===== src/rtl/score_sequencer.sv =====
// score_sequencer: steps through a score held in an external synchronous ROM.
// Each ROM word is {dur[11:8], note[7:0]}. Every note plays for dur ticks, and an
// articulation gap (mute) is flagged over the tail of its final tick. A word with
// dur==0 marks the end of the score, as does running past the last ROM address.
module score_sequencer #(
  parameter int CLK_HZ  = 50000000,
  parameter int TICK_HZ = 16,
  parameter int GAP_CYC = 2500000,
  parameter int AW      = 6
) (
  input  logic          iclk,
  input  logic          irst_n,
  input  logic          start,
  input  logic          stop,
  input  logic          loop,
  output logic [AW-1:0] rom_addr,
  input  logic [11:0]   rom_data,
  output logic [7:0]    code,
  output logic          mute,
  output logic          busy,
  output logic          done
);

  localparam int TICK_CYC = CLK_HZ / TICK_HZ;
  localparam int CW       = $clog2(TICK_CYC);
  localparam int CW1      = CW + 1;
  // Last value of the cycle counter within one tick.
  localparam logic [CW-1:0] CYC_LAST  = CW'(TICK_CYC - 1);
  // First cycle of the final tick that falls inside the articulation gap.
  // One extra bit so that GAP_CYC==0 (start == TICK_CYC) is never reached.
  localparam logic [CW:0]   GAP_START = CW1'(TICK_CYC - GAP_CYC);
  localparam logic [AW-1:0] ADDR_LAST = {AW{1'b1}};

  typedef enum logic [1:0] {
    S_IDLE  = 2'd0,
    S_FETCH = 2'd1,
    S_LOAD  = 2'd2,
    S_PLAY  = 2'd3
  } state_t;

  // Replace any note outside the playable ranges (0, 1-7, 11-17, 21-27) by a rest.
  function automatic logic [7:0] validate_note(input logic [7:0] note);
    logic ok;
    ok = (note <= 8'd7) ||
         ((note >= 8'd11) && (note <= 8'd17)) ||
         ((note >= 8'd21) && (note <= 8'd27));
    return ok ? note : 8'd0;
  endfunction

  state_t        state_r, state_s;
  logic [AW-1:0] addr_r, addr_s;
  logic [7:0]    code_r, code_s;
  logic          mute_r, mute_s;
  logic          busy_r, busy_s;
  logic          done_r, done_s;
  logic [CW-1:0] cyc_r, cyc_s;
  logic [3:0]    tick_r, tick_s;
  logic          eos_s;
  logic [3:0]    dur_s;
  logic [7:0]    note_s;

  assign dur_s  = rom_data[11:8];
  assign note_s = rom_data[7:0];

  // Next-state, counter and output computation; outputs are derived from next values
  // so that the registered outputs line up with the state they describe.
  always_comb begin
    state_s = state_r;
    addr_s  = addr_r;
    code_s  = code_r;
    cyc_s   = cyc_r;
    tick_s  = tick_r;
    done_s  = 1'b0;
    eos_s   = 1'b0;

    if (stop) begin
      state_s = S_IDLE;
      addr_s  = '0;
      code_s  = 8'd0;
      cyc_s   = '0;
      tick_s  = 4'd0;
    end else begin
      case (state_r)
        S_IDLE: begin
          if (start) begin
            state_s = S_FETCH;
            addr_s  = '0;
          end else begin
            state_s = S_IDLE;
          end
        end
        S_FETCH: begin
          state_s = S_LOAD;
        end
        S_LOAD: begin
          if (dur_s == 4'd0) begin
            eos_s = 1'b1;
          end else begin
            code_s  = validate_note(note_s);
            tick_s  = dur_s;
            cyc_s   = '0;
            state_s = S_PLAY;
          end
        end
        S_PLAY: begin
          if (cyc_r == CYC_LAST) begin
            cyc_s  = '0;
            tick_s = tick_r - 4'd1;
            if (tick_r == 4'd1) begin
              if (addr_r == ADDR_LAST) begin
                eos_s = 1'b1;
              end else begin
                addr_s  = addr_r + {{(AW-1){1'b0}}, 1'b1};
                state_s = S_FETCH;
              end
            end else begin
              state_s = S_PLAY;
            end
          end else begin
            cyc_s = cyc_r + {{(CW-1){1'b0}}, 1'b1};
          end
        end
        default: begin
          state_s = S_IDLE;
          addr_s  = '0;
          code_s  = 8'd0;
          cyc_s   = '0;
          tick_s  = 4'd0;
        end
      endcase

      // End of score: either restart from the top or finish with a done pulse.
      if (eos_s) begin
        addr_s = '0;
        cyc_s  = '0;
        tick_s = 4'd0;
        if (loop) begin
          state_s = S_FETCH;
        end else begin
          state_s = S_IDLE;
          code_s  = 8'd0;
          done_s  = 1'b1;
        end
      end else begin
        done_s = 1'b0;
      end
    end

    busy_s = (state_s != S_IDLE);
    mute_s = (state_s != S_PLAY) || (code_s == 8'd0) ||
             ((tick_s == 4'd1) && ({1'b0, cyc_s} >= GAP_START));
  end

  // State, counters and registered outputs.
  always_ff @(posedge iclk or negedge irst_n) begin
    if (!irst_n) begin
      state_r <= S_IDLE;
      addr_r  <= '0;
      code_r  <= 8'd0;
      mute_r  <= 1'b1;
      busy_r  <= 1'b0;
      done_r  <= 1'b0;
      cyc_r   <= '0;
      tick_r  <= 4'd0;
    end else begin
      state_r <= state_s;
      addr_r  <= addr_s;
      code_r  <= code_s;
      mute_r  <= mute_s;
      busy_r  <= busy_s;
      done_r  <= done_s;
      cyc_r   <= cyc_s;
      tick_r  <= tick_s;
    end
  end

  assign rom_addr = addr_r;
  assign code     = code_r;
  assign mute     = mute_r;
  assign busy     = busy_r;
  assign done     = done_r;

endmodule

===== config.mk =====
export PLATFORM = sky130hd
export DESIGN_NAME = score_sequencer
export DESIGN_NICKNAME = d
export VERILOG_FILES = /design/src/rtl/score_sequencer.sv
export SDC_FILE = /design/constraint.sdc
export NUM_CORES = 1
export LEC_CHECK = 0
export ABC_AREA = 1
export BUFFER_PORTS_ARGS = -buffer_cell sky130_fd_sc_hd__buf_2
export CORE_MARGIN = 2
export CORE_UTILIZATION = 60
export CTS_CLUSTER_DIAMETER = 80
export DETAILED_ROUTE_END_ITERATION = 6
export GPL_ROUTABILITY_DRIVEN = 0
export PLACE_DENSITY = 0.81
export SLEW_MARGIN = 30
export SYNTH_ARGS = -nofsm -noshare
export SYNTH_HDL_FRONTEND = slang
export SYNTH_SLANG_ARGS = --single-unit

===== constraint.sdc =====
create_clock -name iclk -period 2.5 [get_ports iclk]
set_input_delay 0 -clock iclk [delete_from_list [all_inputs] [get_ports iclk]]
set_output_delay 0 -clock iclk [all_outputs]
set_load 0.03 [all_outputs]

* Yosys cells after proc, flatten, opt, wreduce, memory -nomap -nowiden
Index checks and enable logic that the tools add are counted.
W data, S select, Z words.
** Storage, ports and cells
- Register bits after elaboration :: 45
- Output and inout port bits :: 17
- Logic and storage cells :: 83
** Cells by class
- Add/sub/neg operators :: 3
- Magnitude comparators :: 6
- Eq/ne operators :: 12
- Muxes and demuxes :: 41
- Reduce and logical (&&, ||, !) cells :: 13
** Operator list (number)
- $mux W22 :: 4
- $mux W8 :: 6
- $pmux W22 S2 :: 1
- $mux W6 :: 6
- $add A22 B1 Y22 const B :: 1
- $eq A22 B22 Y1 const B :: 1
- $ge A22 B20 Y1 const B :: 1
- $le A8 B5 Y1 const B :: 2
- $mux W4 :: 4
- $ne A4 B4 Y1 const B :: 4
- $mux W2 :: 6
- $pmux W6 S2 :: 1
- $mux W1 :: 10
- $eq A4 B1 Y1 const B :: 2
- $ge A8 B4 Y1 const B :: 1
- $ge A8 B5 Y1 const B :: 1
- $le A8 B3 Y1 const B :: 1
- $logic_not A8 Y1 :: 1
- $pmux W2 S4 :: 1
- $pmux W4 S2 :: 1
- $add A6 B1 Y6 const B :: 1
- $eq A6 B6 Y1 const B :: 1
- $reduce_and A5 Y1 :: 1
- $eq A2 B2 Y1 const B :: 2
- other kinds (10) :: 15

* Longest topological paths before layout
- Word-level depth :: 13
- Depth in mapped cells :: 18
- Mapped depth without buffers :: 18

* Worst setup path after synthesis
No wires, ideal clock.
- Kind :: register to register
- From :: register addr_r[1] (netlist: rom_addr[1])
- To :: register addr_r[3] (netlist: rom_addr[3])
- Data arrival time :: 1924 ps
- Setup slack :: 452 ps
- Stages on the path, launching flop included :: 14
- Path through :: dfrtp_1 > ha_1 > nand2_1 > nor2_1 > nand2_1 > nor2_1 > nand3_2 > nand3_4 > inv_6 > buf_6 > a21oi_1 > inv_1 > o21ai_0 > a21oi_1
** On the way
- Longest elaborated chain between the ends :: 8
** Ends and longest elaborated chain
- start, declared :: line 51 : logic [AW-1:0] addr_r, addr_s;
- start signal, assigned :: line 167 : addr_r <= addr_s;
- $eq A6 B6 Y1 :: line 110 : if (addr_r == ADDR_LAST) begin
- $mux W1 :: line 110
- $mux W1 :: line 109 : if (tick_r == 4'd1) begin
- $mux W1 :: line 106 : if (cyc_r == CYC_LAST) begin
- $pmux W1 S2 :: line 83 : case (state_r)
- $mux W1 :: line 76 : if (stop) begin
- $ne A4 B4 Y1 (no source line), or another cell as far along
- $reduce_and A5 Y1 (no source line) or $mux W6 (tied branches)
Several ways; a longest one is shown, not always the timed one. The select of a mux whose other input is x is not followed.
A chain may end at the register's enable or synchronous reset.

* Final worst setup path
- From :: register cyc_r[0]
- To :: register mute_r (netlist: mute)
** On the way
- Longest elaborated chain between the ends :: 9
** Ends and longest elaborated chain
- start, declared :: line 56 : logic [CW-1:0] cyc_r, cyc_s;
- start signal, assigned :: line 172 : cyc_r <= cyc_s;
- parallel branches: the longest is 8 deep, another holds $add A22 B1 Y22
- $logic_or A1 B1 Y1 (*) :: line 150 : mute_s = (state_s != S_PLAY) || (code_s == 8'd0) ||
- via mute_s :: line 53 : logic mute_r, mute_s;
- end signal, assigned :: line 169 : mute_r <= mute_s;
- end, declared :: line 53
Mark *: on every way through the listed nets, which the timed path passes. The select of a mux whose other input is x is not followed.

==> run metrics <==
Seq/Total Area, Yosys 34.0%; syn_area_per_cell 6.68 um^2; Starting Density 61.0%; Max Freq 444 MHz; P_leak 1.87 nW; final setup TNS 0 ns; critical path arrival 2.49 ns; clock share of power 35.2%; kind of end point of the critical path register; count of different cell masters after synthesis 41; Yosys top cell area share 33.2%; CTS Sinks 45; data required time at the worst endpoint 2.74 ns; Avg Vias per Cell 5.55; Max Cap Viol 0; hold crit path type in2reg; RSZ-0062 raised after global routing no; most common cell in the netlist nand2_1; Area Growth Syn to Fin 14.2%; vias in the first global route 3222; asr flop ratio synth 100%; die width 78.4 um; clk_skew 0.0109 ns; Critical R2R Launch cyc_r[0]; Reg clk slew, reported paths 0.08 ns; # rows 27; footprint of the multi-input gates 1840 um^2; internal power 1.12 mW; combinational share of power 15.6%; final hold violation count 0; CORE AREA 5440 um^2; post-synth net total 522; Setup Viol. Count Final 0; Most used DFF post-synth dfrtp_1; crit-path max FO 6; yosys warns 0; first-pass GRT wire length 14.5 mm; initial antenna violation count 0; Synth Instances 497; DP HPWL 6.44 mm; filler cell count 453; Cell Pwr Density 401 nW/um^2; CP Launch Type register; measured slew at the worst slew-check pin 0.548 ns; Worst Setup SP cyc_r[0]; Worst R2R Setup Slack 0.25 ns; Die Y 78.4 um; Post-synth EDFFs 0; root buffer cell clkbuf_8; GR Overflow Total 0; DR pass1 iterations 6; worst skew pair latency 0.30 ns; largest net degree at the start of global routing 46; crit path time final 2.25 ns; total clock buffers created by CTS 5; Hold Path Depth 5; # DRC 0; routed wire length 8.65 mm; path depth of the worst reg2reg path 16; antenna viol nets, final 0; Post-Synthesis Cell Area 3320 um^2; Hold Crit Start rom_data[4]; Final Util 69.7%; worst hold path endpoint code[4]; max-slew violations 0; crit share post-route 90.2%; Ant. Diodes 0; Post-synth top cells nand2_1, nor2_1, inv_1; Storage cell area 1130 um^2; max_slew headroom 63.4%; initial DRC count 322; switching power 0.402 mW; I/O Pins 34; CTS tree built; worst r2r dst mute; Yosys reg bits 45; nets 572; via count 3440; layout cell share with drive strength beyond 1 16.2%; port bufs 33; Flop pwr share 49.2%; Yosys top cell by area dfrtp_1; Total Routing Usage GR 30.0%; Switching Fraction 26.4%; post-DR wirelength/cell 14.0 um; clk buf depth 2; top cells by area, synth dfrtp_1, nand2_1, nor2_1; die area 6140 um^2; WS Path Type reg2reg; H-tree depth 2; Max VDD drop 0.462 mV; status finished, final reports clean
per-layer routing:
metal / track usage, % / vias to the layer above / wire (um)
li1: - / 1692 / -
met1: 40.5 / 1527 / 3690
met2: 48.0 / 182 / 3940
met3: 3.68 / 39 / 653
met4: 14.6 / 0 / 372
met5: 0 / - / 0
worst max-delay path, cell delays in order, from the launching register on:
cell and delay (ns):
dfrtp_1 0.41, ha_1 0.22, nand2_2 0.12, nor2_2 0.26
nand2_1 0.15, nor2_2 0.17, nand2_1 0.07, nand3_1 0.09
o21ai_0 0.13, o21ai_1 0.16, nand2_1 0.06, nor2_1 0.08
nand2_1 0.05, nand2_1 0.05, nand2_1 0.05, nand2_1 0.06
nand2_1 0.05
how the worst max path moves through the flow:
stage,endpoint,slack (ns),cells after the start
after detailed placement,mute,0.12,16
after CTS,mute,0.10,14
after global placement,mute,0.33,16
after global routing,mute,0.03,17
after floorplan,rom_addr[3],0.45,13
final,mute,0.25,16
placed cells by master, fill, tap and decap left out, types with 8 or more instances in the layout:
| cell | netlist | layout |
|---|---|---|
| nand2_1 | 135 | 135 |
| nor2_1 | 76 | 76 |
| inv_1 | 69 | 69 |
| dfrtp_1 | 44 | 44 |
| nand3_1 | 35 | 35 |
| buf_2 | 0 | 32 |
| a21oi_1 | 23 | 23 |
| o21ai_0 | 21 | 20 |
| nand4_1 | 11 | 11 |
| buf_4 | 4 | 10 |
| nand2_2 | 9 | 8 |
| o21ai_1 | 7 | 8 |
| ha_1 | 8 | 8 |
per-stage QoR:
stage / power [mW] / worst slack (ns) / area [um^2] / std cells / hold slack, ns
after global routing: 1.59 / 0.0327 / 3790 / 620 / 0.139
after CTS: 1.51 / 0.102 / 3730 / 614 / 0.0823
after detailed placement: 0.966 / 0.116 / 3550 / 599 / 0.202
final: 1.52 / 0.245 / 3790 / 620 / 0.107
after global placement: 0.960 / 0.327 / 3550 / 599 / 0.199
after floorplan: 0.903 / 0.452 / 3320 / 497 / -0.296
registers in the layout, indices dropped and copies added (netlist names):
signal / flops
state_r: 2
code: 8
mute: 1
tick_r: 4
done: 1
busy: 1
rom_addr: 6
cyc_r: 22
cell families (layout without fill, tap and decap cells):
| kind of cell | after synthesis | in the layout | share of synthesized area, % |
|---|---|---|---|
| AND/OR/NAND/NOR | 295 | 295 | 40.8 |
| buffers and inverters | 84 | 135 | 10.8 |
| AO/OA/AOI/OAI | 65 | 65 | 11.4 |
| flip-flops | 45 | 45 | 34.0 |
| adder cells (fa/ha/maj) | 8 | 8 | 3.02 |
repair_timing:
action                                  in CTS  in global routing
endpoints found under the setup margin       0                  1
buffers inserted                             0                  6
hold endpoints to repair                    49                  0
gates resized for setup                      0                  2
hold buffers                                 7                  0
power groups by stage:
stage | clock, mW | combinational [mW] | sequential [mW]
finish | 0.536 | 0.238 | 0.748
global route | 0.583 | 0.262 | 0.750
CTS | 0.548 | 0.214 | 0.748
detailed placement | 0 | 0.205 | 0.762
global placement | 0 | 0.199 | 0.762
floorplan | 0 | 0.134 | 0.769
layout make-up:
cell class | instances | share of cell area, %
well taps | 72 | 2.38
inverters | 77 | 7.95
flip-flops and latches | 45 | 29.7
multi-input cells | 368 | 48.5
clock inverters | 2 | 0.924
repair buffers | 50 | 8.58
clock buffers | 6 | 1.91
No activity file was read; power rests on OpenSTA's default activity.
